$ cat src/rtl/tea_block_cipher_pkg.sv
// Shared TEA constants, block/key types, FSM state encoding and the round mixing function.
// Imported by tea_round, tea_block_cipher and its interface users.
package tea_pkg;

  localparam logic [31:0] TEA_DELTA = 32'h9E3779B9;

  typedef struct packed {
    logic [31:0] v0;
    logic [31:0] v1;
  } block_t;

  // First member lands in the MSBs, so k0 = key[127:96] ... k3 = key[31:0].
  typedef struct packed {
    logic [31:0] k0;
    logic [31:0] k1;
    logic [31:0] k2;
    logic [31:0] k3;
  } key_t;

  typedef enum logic [1:0] {
    IDLE = 2'd0,
    RUN  = 2'd1,
    DONE = 2'd2
  } state_t;

  function automatic logic [31:0] tea_mix(
    input logic [31:0] v,
    input logic [31:0] sum,
    input logic [31:0] ka,
    input logic [31:0] kb
  );
    return ((v << 4) + ka) ^ (v + sum) ^ ((v >> 5) + kb);
  endfunction

endpackage

$ cat src/rtl/tea_block_cipher_if.sv
// Host-side and result-side valid/ready handshake bundle for tea_block_cipher.
// The core connects through the slave modport, the host through master.
interface tea_block_cipher_if;
  logic         in_valid;
  logic         in_ready;
  logic         in_decrypt;
  logic [31:0]  in_v0;
  logic [31:0]  in_v1;
  logic [127:0] in_key;
  logic         out_valid;
  logic         out_ready;
  logic [31:0]  out_v0;
  logic [31:0]  out_v1;
  logic         busy;

  modport master (
    output in_valid, in_decrypt, in_v0, in_v1, in_key, out_ready,
    input  in_ready, out_valid, out_v0, out_v1, busy
  );

  modport slave (
    input  in_valid, in_decrypt, in_v0, in_v1, in_key, out_ready,
    output in_ready, out_valid, out_v0, out_v1, busy
  );
endinterface

$ cat src/rtl/tea_block_cipher_round.sv
// Combinational single TEA round; the decrypt arm exists only when TEA_DECRYPT_EN is defined.
// Encrypt pre-increments sum, decrypt post-decrements it, so a chain of rounds composes directly.
module tea_round
  import tea_pkg::*;
(
  input  block_t      blk_in,
  input  logic [31:0] sum_in,
  input  key_t        key,
`ifdef TEA_DECRYPT_EN
  input  logic        decrypt,
`endif
  output block_t      blk_out,
  output logic [31:0] sum_out
);

  logic [31:0] enc_sum;
  logic [31:0] enc_v0;
  logic [31:0] enc_v1;

  assign enc_sum = sum_in + TEA_DELTA;
  assign enc_v0  = blk_in.v0 + tea_mix(blk_in.v1, enc_sum, key.k0, key.k1);
  assign enc_v1  = blk_in.v1 + tea_mix(enc_v0, enc_sum, key.k2, key.k3);

`ifdef TEA_DECRYPT_EN
  logic [31:0] dec_v0;
  logic [31:0] dec_v1;

  assign dec_v1 = blk_in.v1 - tea_mix(blk_in.v0, sum_in, key.k2, key.k3);
  assign dec_v0 = blk_in.v0 - tea_mix(dec_v1, sum_in, key.k0, key.k1);

  always_comb begin
    blk_out.v0 = enc_v0;
    blk_out.v1 = enc_v1;
    sum_out    = enc_sum;
    if (decrypt) begin
      blk_out.v0 = dec_v0;
      blk_out.v1 = dec_v1;
      sum_out    = sum_in - TEA_DELTA;
    end
  end
`else
  always_comb begin
    blk_out.v0 = enc_v0;
    blk_out.v1 = enc_v1;
    sum_out    = enc_sum;
  end
`endif

endmodule

$ cat src/rtl/tea_block_cipher.sv
// Iterative TEA core: UNROLL chained rounds per clock, one block in flight, valid/ready on both sides.
// Define TEA_DECRYPT_EN to honour in_decrypt; otherwise every block is encrypted.
module tea_block_cipher
  import tea_pkg::*;
#(
  parameter int ROUNDS = 32,
  parameter int UNROLL = 1
) (
  input logic               clk,
  input logic               reset,
  tea_block_cipher_if.slave bus
);

  localparam int N     = (UNROLL > 0) ? ROUNDS / UNROLL : 0;
  localparam int CNT_W = (N < 1) ? 1 : $clog2(N + 1);
  localparam logic [CNT_W-1:0] CNT_LAST = CNT_W'(N - 1);

  if (ROUNDS < 1 || ROUNDS > 64 || !(UNROLL == 1 || UNROLL == 2 || UNROLL == 4) ||
      (ROUNDS % UNROLL) != 0) begin : g_bad_params
    $error("tea_block_cipher: illegal ROUNDS=%0d / UNROLL=%0d", ROUNDS, UNROLL);
  end

  state_t           state_reg;
  block_t           blk_reg;
  key_t             key_reg;
  logic [31:0]      sum_reg;
  logic [CNT_W-1:0] cnt_reg;
  logic             in_ready_reg;
  logic             busy_reg;
  logic             out_valid_reg;
  logic [31:0]      out_v0_reg;
  logic [31:0]      out_v1_reg;

  block_t      blk_chain [UNROLL+1];
  logic [31:0] sum_chain [UNROLL+1];

  assign blk_chain[0] = blk_reg;
  assign sum_chain[0] = sum_reg;

`ifdef TEA_DECRYPT_EN
  // Decrypt walks the schedule backwards from the final encrypt sum.
  localparam logic [31:0] SUM_DEC = TEA_DELTA * 32'(ROUNDS);
  logic mode_reg;
`else
  logic unused_decrypt;
  assign unused_decrypt = bus.in_decrypt;
`endif

  for (genvar gi = 0; gi < UNROLL; gi++) begin : g_round
    tea_round u_round (
      .blk_in  (blk_chain[gi]),
      .sum_in  (sum_chain[gi]),
      .key     (key_reg),
`ifdef TEA_DECRYPT_EN
      .decrypt (mode_reg),
`endif
      .blk_out (blk_chain[gi+1]),
      .sum_out (sum_chain[gi+1])
    );
  end

  always_ff @(posedge clk or posedge reset) begin
    if (reset) begin
      state_reg     <= IDLE;
      blk_reg       <= '0;
      key_reg       <= '0;
      sum_reg       <= '0;
      cnt_reg       <= '0;
      in_ready_reg  <= 1'b1;
      busy_reg      <= 1'b0;
      out_valid_reg <= 1'b0;
      out_v0_reg    <= '0;
      out_v1_reg    <= '0;
`ifdef TEA_DECRYPT_EN
      mode_reg      <= 1'b0;
`endif
    end else begin
      case (state_reg)
        IDLE: begin
          if (bus.in_valid) begin
            blk_reg.v0   <= bus.in_v0;
            blk_reg.v1   <= bus.in_v1;
            key_reg      <= bus.in_key;
            cnt_reg      <= '0;
            sum_reg      <= '0;
`ifdef TEA_DECRYPT_EN
            mode_reg     <= bus.in_decrypt;
            if (bus.in_decrypt) begin
              sum_reg    <= SUM_DEC;
            end
`endif
            state_reg    <= RUN;
            in_ready_reg <= 1'b0;
            busy_reg     <= 1'b1;
          end
        end
        RUN: begin
          blk_reg <= blk_chain[UNROLL];
          sum_reg <= sum_chain[UNROLL];
          cnt_reg <= cnt_reg + 1'b1;
          // The edge that brings cnt to N also publishes the result.
          if (cnt_reg == CNT_LAST) begin
            state_reg     <= DONE;
            out_valid_reg <= 1'b1;
            out_v0_reg    <= blk_chain[UNROLL].v0;
            out_v1_reg    <= blk_chain[UNROLL].v1;
          end
        end
        DONE: begin
          if (bus.out_ready) begin
            state_reg     <= IDLE;
            out_valid_reg <= 1'b0;
            in_ready_reg  <= 1'b1;
            busy_reg      <= 1'b0;
          end
        end
        default: begin
          state_reg     <= IDLE;
          out_valid_reg <= 1'b0;
          in_ready_reg  <= 1'b1;
          busy_reg      <= 1'b0;
        end
      endcase
    end
  end

  assign bus.in_ready  = in_ready_reg;
  assign bus.busy      = busy_reg;
  assign bus.out_valid = out_valid_reg;
  assign bus.out_v0    = out_v0_reg;
  assign bus.out_v1    = out_v1_reg;

endmodule

$ cat src/flat_wrapper.sv
// flat-port wrapper written by rule: the top's interface ports become plain ports
module tea_block_cipher_flat import tea_pkg::*;
#(
  parameter int ROUNDS = 32,
  parameter int UNROLL = 1
)
  (clk, reset, bus_in_valid, bus_in_decrypt, bus_in_v0, bus_in_v1, bus_in_key, bus_out_ready, bus_in_ready, bus_out_valid, bus_out_v0, bus_out_v1, bus_busy);
  tea_block_cipher_if bus_i ();
  input logic clk;
  input logic reset;
  input wire logic [$bits(bus_i.in_valid)-1:0] bus_in_valid;
  input wire logic [$bits(bus_i.in_decrypt)-1:0] bus_in_decrypt;
  input wire logic [$bits(bus_i.in_v0)-1:0] bus_in_v0;
  input wire logic [$bits(bus_i.in_v1)-1:0] bus_in_v1;
  input wire logic [$bits(bus_i.in_key)-1:0] bus_in_key;
  input wire logic [$bits(bus_i.out_ready)-1:0] bus_out_ready;
  output wire logic [$bits(bus_i.in_ready)-1:0] bus_in_ready;
  output wire logic [$bits(bus_i.out_valid)-1:0] bus_out_valid;
  output wire logic [$bits(bus_i.out_v0)-1:0] bus_out_v0;
  output wire logic [$bits(bus_i.out_v1)-1:0] bus_out_v1;
  output wire logic [$bits(bus_i.busy)-1:0] bus_busy;
  assign bus_i.in_valid = bus_in_valid;
  assign bus_i.in_decrypt = bus_in_decrypt;
  assign bus_i.in_v0 = bus_in_v0;
  assign bus_i.in_v1 = bus_in_v1;
  assign bus_i.in_key = bus_in_key;
  assign bus_i.out_ready = bus_out_ready;
  assign bus_in_ready = bus_i.in_ready;
  assign bus_out_valid = bus_i.out_valid;
  assign bus_out_v0 = bus_i.out_v0;
  assign bus_out_v1 = bus_i.out_v1;
  assign bus_busy = bus_i.busy;
  tea_block_cipher #(.ROUNDS(ROUNDS), .UNROLL(UNROLL)) u_core (.clk(clk), .reset(reset), .bus(bus_i));
endmodule
$ cat config.mk
export PLATFORM = sky130hd
export DESIGN_NAME = tea_block_cipher_flat
export DESIGN_NICKNAME = d
export VERILOG_FILES = /design/src/rtl/tea_block_cipher_pkg.sv /design/src/rtl/tea_block_cipher_if.sv /design/src/rtl/tea_block_cipher_round.sv /design/src/rtl/tea_block_cipher.sv /design/src/flat_wrapper.sv
export SDC_FILE = /design/constraint.sdc
export NUM_CORES = 1
export LEC_CHECK = 0
export ABC_AREA = 1
export CORE_MARGIN = 5
export CORE_UTILIZATION = 39
export DETAILED_ROUTE_END_ITERATION = 10
export DONT_BUFFER_PORTS = 1
export GPL_TIMING_DRIVEN = 1
export SKIP_CTS_REPAIR_TIMING = 1
export SLEW_MARGIN = 5
export SYNTH_ARGS = -nofsm -noshare
export SYNTH_HDL_FRONTEND = slang
export SYNTH_SLANG_ARGS = --single-unit
$ cat constraint.sdc
create_clock -name clk -period 21.8 [get_ports clk]
set_input_delay 0 -clock clk [delete_from_list [all_inputs] [get_ports clk]]
set_output_delay 0 -clock clk [all_outputs]
set_load 0.02 [all_outputs]
==> metrics.md <==
| Metric | Value |
|---|---|
| Initial Utilization | `0.391` |
| Seq/Total Area, Yosys | `0.298` |
| Design Area, Final | `roughly 30,000 um^2` |
| Cells after synthesis | `3,405` |
| Iter 0 DRT Violations | `about 1,600` |
| Max-slew headroom | `0.369` |
| Final setup fails | `0` |
| Final nets | `4,049` |
| Placement Cell Area | `26,100 um^2` |
| Startpoint types | `register` |
| Max Slew Vio Count | `0` |
| Period utilization | `0.456` |
| Post-route ant nets | `0` |
| Post-route setup TNS | `0 ns` |
| Global route hottest layer | `met2` |
| Post-synthesis cell area | `approximately 25,000 um^2` |
| Site Rows | `93` |
| Number of I/O port buffers | `0` |
| Worst Path Required | `22.31 ns` |
| Final Skew | `0.0276 ns` |
| EDFF count, synth | `0` |
| CTS sink count | `around 300` |
| Ports | `264` |
| DRC viols | `0` |
| RSZ-0062 raised after global routing | `false` |
| Worst-Margin Slew | `0.947 ns` |
| Setup WS post-layout | `11.85 ns` |
| Worst EP arrival | `10.46 ns` |
| Top post-synthesis cells by count | `1,177 x nand2_1, 298 x dfrtp_1, 253 x inv_1` |
| Final Hold Viols | `1` |
| Proportion of layout cells with a drive suffix above 1 | `0.0566` |
| Asr flop ratio synth | `1.00` |
| Pin count of the biggest net entering global routing | `108` |
| Clock tree from TritonCTS | `built` |
| Drt pass-1 iters | `5` |
| Bufs and invs on worst path | `2` |
| Vias/cell | `approximately 5.2` |
| GRT Resource Usage Total | `0.228` |
| CP max FO | `5` |
| Setup Crit Path Kind | `reg2reg` |
| GRT met1 Usage | `0.332` |
| Worst skew pair latency | `0.58 ns` |
| Met3 Resource Use GR | `0.0354` |
| Multi-input logic area | `16,300 um^2` |
| Cell taking the most area after synthesis | `dfrtp_1` |
| Initial antenna violation count | `2` |
| Failing checks | `hold timing` |
| Max clock buf depth | `3` |
| DP Cell Count | `between 4,000 and 5,000` |
| Top cell type's share of synthesized area | `0.297` |
| First-pass GRT wire length | `125,000 um` |
| CTS buffer count | `38` |
| Hpwl dp | `65,700 um` |
| Hold crit path type | `in2reg` |
| Core Region | `64,100 um^2` |
| Final Routed Wirelength | `84,000 um` |
| Via count | `23,112` |
| Die area | `69,500 um^2` |
| Synth Net Count | `between 3,000 and 4,000` |
| Cell variety after synth | `62` |
| CTS HTree Levels | `2` |
| Total grt overflow | `0` |
| Area Overhead vs Synth | `17.3%` |
| Synth warn | `0` |
| Clock Root Buffer | `clkbuf_16` |
| Register area | `7480 um^2` |
| Die width | `264 um` |
| Delay-heaviest family, CP | `simple AND/OR/NAND/NOR gates` |
| Fillcell total | `6,463` |
| Pre-CTS setup slack | `11.93 ns` |
| Count leader, synth | `nand2_1` |
| Crit path top cell by count | `nand2_1` |
| Largest register FFs | `128` |
| Max-cap violations | `0` |
| Synth area leaders | `dfrtp_1 30%, nand2_1 18%, ha_1 12%, xor2_1 7.5%, xnor2_1 4.8%` |
| Vias in the first global route | `about 22,000` |
| GR Util met2 | `0.361` |
| Max Freq | `~100 MHz` |
| Min Hold Slack | `-0.0288 ns` |
| Mapped Avg Cell Area | `7.37 um^2` |
| DR WL/cell | `18.7 um` |
| Yosys reg bits | `299` |
| CP max stage cell | `xor2_1` |
| Endpoint class of the critical path | `register` |
| Final min period | `9.95 ns` |
| CTS clock-pin slew for the worst setup and hold paths | `0.06 ns` |
| Routability congestion estimate | `0.935` |
| Post-Layout Cell Count | `4,479` |
| Die Ht | `around 260 um` |
| Status | `finished with violations` |
| Most used DFF post-synth | `dfrtp_1` |
| Slowest cell delay on critical path | `approximately 0.53 ns` |
final timing paths:
path | from | endpoint | slack [ns] | cells past startpoint
worst max-delay path | u_core.sum_reg[0] | u_core.bus.out_v1[31] | 11.85 | 55
worst min-delay path | bus_in_valid | u_core.bus.busy | -0.03 | 3
worst max register to register | u_core.sum_reg[0] | u_core.bus.out_v1[31] | 11.85 | 55
worst min register to register | u_core.key_reg[89] | u_core.key_reg[89] | 0.49 | 2
max in group asynchronous | reset | u_core.key_reg[18] | 20.28 | 3
min in group asynchronous | reset | u_core.key_reg[65] | 0.05 | 2
kinds of logic after synthesis:
group | synth area share
simple gates | 0.255
compound gates | 0.140
xor+xnor | 0.124
buf+inv | 0.0517
flops | 0.298
fa+ha+maj | 0.131
worst min-delay path, stage by stage:
cell     delay [ns]
nand2_4        0.03
buf_4          0.31
nand2_1        0.15
per-layer routing:
layer | vias to the layer above | wire length [um] | part of all wire
met1 | 10818 | 39600 | 0.47
met4 | 2 | 1350 | 0.016
met2 | 611 | 37700 | 0.45
li1 | 11604 | - | -
met3 | 77 | 5320 | 0.063
met5 | - | 7 | 0.000083
area by class of cell:
type | instances | share of cell area
Tap cell | 855 | 0.0364
Antenna cell | 1 | 0.0000850
Multi-Input combinational cell | 2767 | 0.555
Sequential cell | 299 | 0.254
Inverter | 269 | 0.0348
Timing Repair Buffer | 219 | 0.0724
Clock inverter | 19 | 0.0106
Clock buffer | 50 | 0.0363
placed cells by master (no fill, tap or decap), types with 9 or more instances in the layout:
| master | instances |
|---|---|
| a31oi_1 | 31 |
| clkbuf_16 | 39 |
| nand4_1 | 21 |
| dfrtp_1 | 298 |
| nand3_1 | 130 |
| inv_1 | 250 |
| a21o_1 | 18 |
| inv_2 | 16 |
| nor3_1 | 20 |
| nor2_1 | 146 |
| xor2_1 | 215 |
| xnor2_1 | 138 |
| o21ai_2 | 15 |
| o211ai_1 | 29 |
| nor2_2 | 9 |
| ha_1 | 250 |
| a21boi_2 | 10 |
| o21ai_1 | 25 |
| nand2_2 | 21 |
| nand2_1 | 1176 |
| dlygate4sd3_1 | 194 |
| o21ai_0 | 139 |
| a21oi_1 | 225 |
| buf_4 | 25 |
| a21oi_2 | 11 |
| o21bai_1 | 16 |
metrics by stage:
stage	utilization	hold WS, ns
2_1_floorplan	-	0.0863
3_3_place_gp	0.407	0.0339
3_5_place_dp	0.407	0.0438
4_1_cts	0.429	-0.562
5_1_grt	0.459	0.00570
6_report	0.459	-0.0288
Power is left out: the tool's default activity adds up to more than one toggle a clock period on the data nets, which glitch-free logic cannot reach.
